===== config.mk =====
export PLATFORM = sky130hd
export DESIGN_NAME = zigbee_cordic_arbiter
export DESIGN_NICKNAME = d
export VERILOG_FILES = /design/src/rtl/zigbee_cordic_arbiter.sv
export SDC_FILE = /design/constraint.sdc
export NUM_CORES = 1
export LEC_CHECK = 0
export ABC_AREA = 1
export ABC_CLOCK_PERIOD_IN_PS = 2500
export BUFFER_PORTS_ARGS = -buffer_cell sky130_fd_sc_hd__buf_2
export CAP_MARGIN = 20
export CORE_MARGIN = 1
export CORE_UTILIZATION = 35
export DETAILED_ROUTE_END_ITERATION = 16
export GPL_TIMING_DRIVEN = 0
export SETUP_SLACK_MARGIN = 0.05
export SLEW_MARGIN = 20
export SYNTH_ARGS = -nofsm -noshare
export SYNTH_HDL_FRONTEND = slang
export SYNTH_SLANG_ARGS = --single-unit

===== constraint.sdc =====
create_clock -name clk -period 2.5 [get_ports clk]
set_clock_uncertainty 0.1 [all_clocks]
set_input_delay 0.375 -clock clk [delete_from_list [all_inputs] [get_ports clk]]
set_output_delay 0.375 -clock clk [all_outputs]
set_load 0.005 [all_outputs]

===== src/rtl/zigbee_cordic_arbiter.sv =====
// Round-robin arbiter sharing one pipelined phase CORDIC between two I/Q requesters.
// Define ZIGBEE_CORDIC_ARB_PRIO_EN for fixed priority (requester 0 always wins ties).
module zigbee_cordic_arbiter #(
    parameter int IQ_SIZE    = 5,
    parameter int W_SIZE     = 6,
    parameter int CORDIC_LAT = 3
) (
    input  logic               clk,
    input  logic               reset,
    input  logic               enable,
    input  logic               req0_valid,
    output logic               req0_ready,
    input  logic [IQ_SIZE-1:0] req0_ibb,
    input  logic [IQ_SIZE-1:0] req0_qbb,
    input  logic               req1_valid,
    output logic               req1_ready,
    input  logic [IQ_SIZE-1:0] req1_ibb,
    input  logic [IQ_SIZE-1:0] req1_qbb,
    output logic [IQ_SIZE-1:0] cor_ibb,
    output logic [IQ_SIZE-1:0] cor_qbb,
    input  logic [W_SIZE-1:0]  cor_wout,
    output logic               res0_valid,
    output logic [W_SIZE-1:0]  res0_w,
    output logic               res1_valid,
    output logic [W_SIZE-1:0]  res1_w,
    output logic               busy
);

    localparam int TAG_DEPTH = CORDIC_LAT + 1;

    logic                 g0, g1;
    logic                 last_grant_q, last_grant_d;
    logic [IQ_SIZE-1:0]   cor_ibb_q, cor_ibb_d;
    logic [IQ_SIZE-1:0]   cor_qbb_q, cor_qbb_d;
    logic [TAG_DEPTH-1:0] tag_vld_q, tag_vld_d;
    logic [TAG_DEPTH-1:0] tag_id_q, tag_id_d;
    logic                 res0_valid_q, res0_valid_d;
    logic                 res1_valid_q, res1_valid_d;
    logic [W_SIZE-1:0]    res0_w_q, res0_w_d;
    logic [W_SIZE-1:0]    res1_w_q, res1_w_d;

    // Grant is purely combinational from the request valids; it never looks at ready.
    always_comb begin
`ifdef ZIGBEE_CORDIC_ARB_PRIO_EN
        g0 = enable & req0_valid;
        g1 = enable & req1_valid & ~req0_valid;
`else
        g0 = enable & req0_valid & (~req1_valid |  last_grant_q);
        g1 = enable & req1_valid & (~req0_valid | ~last_grant_q);
`endif
    end

    // NOTE: every *_d gets a value on every path (hold defaults first), so no latches are inferred.
    always_comb begin
        last_grant_d = last_grant_q;
        cor_ibb_d    = cor_ibb_q;
        cor_qbb_d    = cor_qbb_q;
        if (g0) begin
            last_grant_d = 1'b0;
            cor_ibb_d    = req0_ibb;
            cor_qbb_d    = req0_qbb;
        end else if (g1) begin
            last_grant_d = 1'b1;
            cor_ibb_d    = req1_ibb;
            cor_qbb_d    = req1_qbb;
        end

        // The CORDIC never stalls, so the tag pipeline shifts on every edge.
        tag_vld_d = {tag_vld_q[TAG_DEPTH-2:0], g0 | g1};
        tag_id_d  = {tag_id_q[TAG_DEPTH-2:0], g1};

        res0_valid_d = tag_vld_q[CORDIC_LAT] & ~tag_id_q[CORDIC_LAT];
        res1_valid_d = tag_vld_q[CORDIC_LAT] &  tag_id_q[CORDIC_LAT];
        res0_w_d     = res0_valid_d ? cor_wout : res0_w_q;
        res1_w_d     = res1_valid_d ? cor_wout : res1_w_q;
    end

    // NOTE: non-blocking assignments for all state so every flop samples the pre-edge values.
    always_ff @(posedge clk or posedge reset) begin
        if (reset) begin
            last_grant_q <= 1'b1;
            cor_ibb_q    <= '0;
            cor_qbb_q    <= '0;
            tag_vld_q    <= '0;
            tag_id_q     <= '0;
            res0_valid_q <= 1'b0;
            res1_valid_q <= 1'b0;
            res0_w_q     <= '0;
            res1_w_q     <= '0;
        end else begin
            last_grant_q <= last_grant_d;
            cor_ibb_q    <= cor_ibb_d;
            cor_qbb_q    <= cor_qbb_d;
            tag_vld_q    <= tag_vld_d;
            tag_id_q     <= tag_id_d;
            res0_valid_q <= res0_valid_d;
            res1_valid_q <= res1_valid_d;
            res0_w_q     <= res0_w_d;
            res1_w_q     <= res1_w_d;
        end
    end

    assign req0_ready = g0;
    assign req1_ready = g1;
    assign cor_ibb    = cor_ibb_q;
    assign cor_qbb    = cor_qbb_q;
    assign res0_valid = res0_valid_q;
    assign res1_valid = res1_valid_q;
    assign res0_w     = res0_w_q;
    assign res1_w     = res1_w_q;
    assign busy       = |tag_vld_q;

endmodule


Word-level counts from Yosys, hierarchy flattened
Index checks and enable logic that the tools add are counted.
{"block": "word_totals", "regBits": 33, "input_bits": 31, "output_inout_bits": 27, "elab_cells": 30}
{"block": "classes", "mux": 6, "bitwise": 13, "reduce_logical": 2}
{"operator": "2-to-1 mux 5 bit", "count": 4}
{"operator": "bitwise AND 1 bit", "count": 6}
{"operator": "NOT 1 bit", "count": 4}
{"operator": "OR reduction 4 bit", "count": 1}
{"operator": "OR 1 bit", "count": 3}
{"operator": "2-to-1 mux 1 bit", "count": 2}
{"operator": "nonzero test 2 bit", "count": 1}

Depth between registers and ports, before layout
{"block": "logic_depth", "word_depth": 5, "mapped_depth": 7, "mapped_depth_nobuf": 6}

Worst setup path before layout
OpenSTA, ideal clock, no wires.
{"block": "synth_path", "kind": "reg2out", "startpoint": "reg last_grant_q", "endpoint": "out req0_ready", "t_arrival_ps": 878, "t_required_ps": 2025, "setup_slack_ps": 1147, "path_stages_with_launch": 6, "path_cell_list": "dfstp_2 > inv_1 > nand2_1 > nand2_1 > buf_2 > inv_1"}
{"block": "synth_between", "elab_chain_len": 2}
{"element": "start, declared", "line_no": "32", "text": "logic last_grant_q, last_grant_d;"}
{"element": "start signal, assigned", "line_no": "91", "text": "last_grant_q <= last_grant_d;"}
{"element": "OR 1 bit", "line_no": "48", "text": "g0 = enable & req0_valid & (~req1_valid | last_grant_q);"}
{"element": "bitwise AND 1 bit", "line_no": "48"}
{"element": "end, declared", "line_no": "12", "text": "output logic req0_ready,"}
No other way between the ends.

Worst setup path in the final report
Ends and elaborated chain as after synthesis.

==> results_dict.tcl <==
set metrics [dict create \
    cts_tree "built" \
    syn_inst 162 \
    clock-sinks 33 \
    rows 22 \
    ys_warn_count 0 \
    port_buffers 57 \
    cell_internal_pwr_mw 0.951 \
    outcome "complete, no violations" \
    cts_buffers 5 \
    grt-ovfl-total 0 \
    first_pass_iters 4 \
    cp.required_ns 2.03 \
    wl_per_cell_um 9.85 \
    fp.dieH_um 65.1 \
    p_switching_mw 0.343 \
    area_delta_synth_final_pct 31.2 \
    setup_viol 0 \
    post-route-util_pct 48.9 \
    hold_buffers 0 \
    crit_type "register to output port" \
    htree_levels 2 \
    clock_power_share_pct 31.1 \
    vias 1147 \
    hpwl_um 1970 \
    syn_area_per_cell_um2 8.60 \
    drv_slew 0 \
    path_max_fanout 10 \
    seq_power_share_pct 50.5 \
    grt_max_degree 34 \
    setup_tns_ns 0 \
    hold_viol 0 \
    num_io_pins 58 \
    synth_seq_cells 33 \
    die_x_um 65.1 \
    max_freq_mhz 554 \
    irDropWorstVdd_uv 248 \
    synth.distinct_cells 12 \
    cp.arrival_ns 1.33 \
    synth_fp_nets 193 \
    end_kind "output port" \
    p_per_area_mw_per_mm2 707 \
    maxSlewHeadroom_pct 54.3 \
    min-delay-path-class "primary input to async pin" \
    postRouteAntennaNets 0 \
    rsz0062_at_grt "no" \
    grt_pass1_wl_um 4570 \
    cts_root_buffer "clkbuf_8" \
    switching_share_pct 26.5 \
    nets 257 \
    synth_area_mm2 0.00139 \
    reg2reg_slack_ns 1.19 \
    antenna_found_initial 0 \
    ys_seq_area_share_pct 59.3 \
    track_usage_pct 14.6 \
    comb_power_share_pct 18.4 \
    coreArea_mm2 0.00374 \
    die_area_mm2 0.00424 \
    fin_crit_ns 1.80 \
    drc 0 \
    r2r-end "cor_ibb[2]" \
    timing.final.crit_share_pct 72.2 \
    worst_pin_slew_ns 0.685 \
    clk_pin_slew_ns 0.06 \
    grt_pass1_vias 1070 \
    drtIter0Drc 57 \
    p_leak_nw 1.12 \
    gp_congestion 0.689 \
    routed_wl_um 2710 \
    r2r_cells 6 \
    drv_cap 0 \
    drive_gt1_share_pct 34.4 \
    cp-start-kind "register" \
    r2r-start "last_grant_q" \
    antenna_cells 0 \
    cts_max_path_buffers 2 \
    start_util_pct 37.2 \
    clkLatencyLatePin_ns 0.28 \
    cts.repair.resized 0 \
    via_per_inst 4.17 \
    post-cts-setup-buffers 0 \
]
## power groups by stage
stage               combinational, mW  sequential, mW  clock, mW
floorplan                       0.120           0.666          0
global placement                0.239           0.662          0
detailed placement              0.242           0.662          0
CTS                             0.243           0.653      0.419
global route                    0.274           0.662      0.448
finish                          0.238           0.653      0.403
## cell usage in the layout (no fill, tap or decap), types with 2 or more instances in the layout
cell      Yosys  layout
nand3_1      20      20
clkbuf_8      0       6
dfrtp_1      32      32
nand2_1      51      51
buf_2         5      62
nor2_1        2       2
o21ai_2       6       6
clkbuf_1      0       2
o21ai_0       7       7
inv_1        35      34
## synthesized netlist by cell type (all sizes together)
cell type  number  area share (%)
inv            35             9.4
or2             1            0.63
buf             6             2.6
nand3          20             7.2
dfrtp          32              57
clkinv          1            0.27
o21ai          13             6.3
nor2            2            0.54
nand2          51              14
dfstp           1             1.9
## critical path, stage by stage (launching register included)
cell and delay [ns]:
dfstp_2 0.53, inv_1 0.05, nand2_1 0.06, nand2_1 0.07
buf_2 0.18, inv_1 0.06, buf_2 0.10
## cells by family (layout without fill, tap and decap cells)
group	after synthesis	in the layout	share of synthesized area [%]
simple gates	74	74	22.1
compound gates	13	13	6.28
buf+inv	42	107	12.3
flops	33	33	59.3
## metal layers
metal	vias to the layer above	GRT usage, %	part of all wire [%]
met4	0	8.15	2.1
met3	7	5.21	7.9
met1	474	17.7	49
met5	-	0	0
li1	611	-	-
met2	55	22.3	41
## registers in the layout, summed over array words and instances (netlist names)
signal / cells
cor_ibb: 5
cor_qbb: 5
last_grant_q: 1
res0_valid: 1
res0_w: 6
res1_valid: 1
res1_w: 6
tag_id_q: 4
tag_vld_q: 4
## worst max path at each step
stage,slack [ns],startpoint,to
global placement,0.85,reset,tag_id_q[3]
floorplan,1.15,last_grant_q,req0_ready
detailed placement,0.97,enable,req0_ready
finish,0.70,last_grant_q,req0_ready
CTS,0.68,last_grant_q,req0_ready
global route,0.59,last_grant_q,req0_ready
## final cells by class
type | count | area [um2]
Inverter | 36 | 135
Timing Repair Buffer | 57 | 285
Clock buffer | 8 | 90.1
Fill cell | 388 | 1910
Multi-Input combinational cell | 87 | 395
Sequential cell | 33 | 827
Buffer | 6 | 36.3
Tap cell | 48 | 60.1
## per-stage QoR
stage                     hold slack, ns  power (mW)  area (um2)  setup WS (ns)  instances
after global placement             0.233       0.901        1740          0.852        267
after CTS                          0.116        1.31        1830          0.683        275
after floorplan                    0.231       0.785        1390           1.15        162
final                             0.0965        1.29        1830          0.696        275
after detailed placement           0.236       0.904        1740          0.965        267
after global routing               0.151        1.38        1830          0.594        275
No activity file was read; power rests on OpenSTA's default activity.
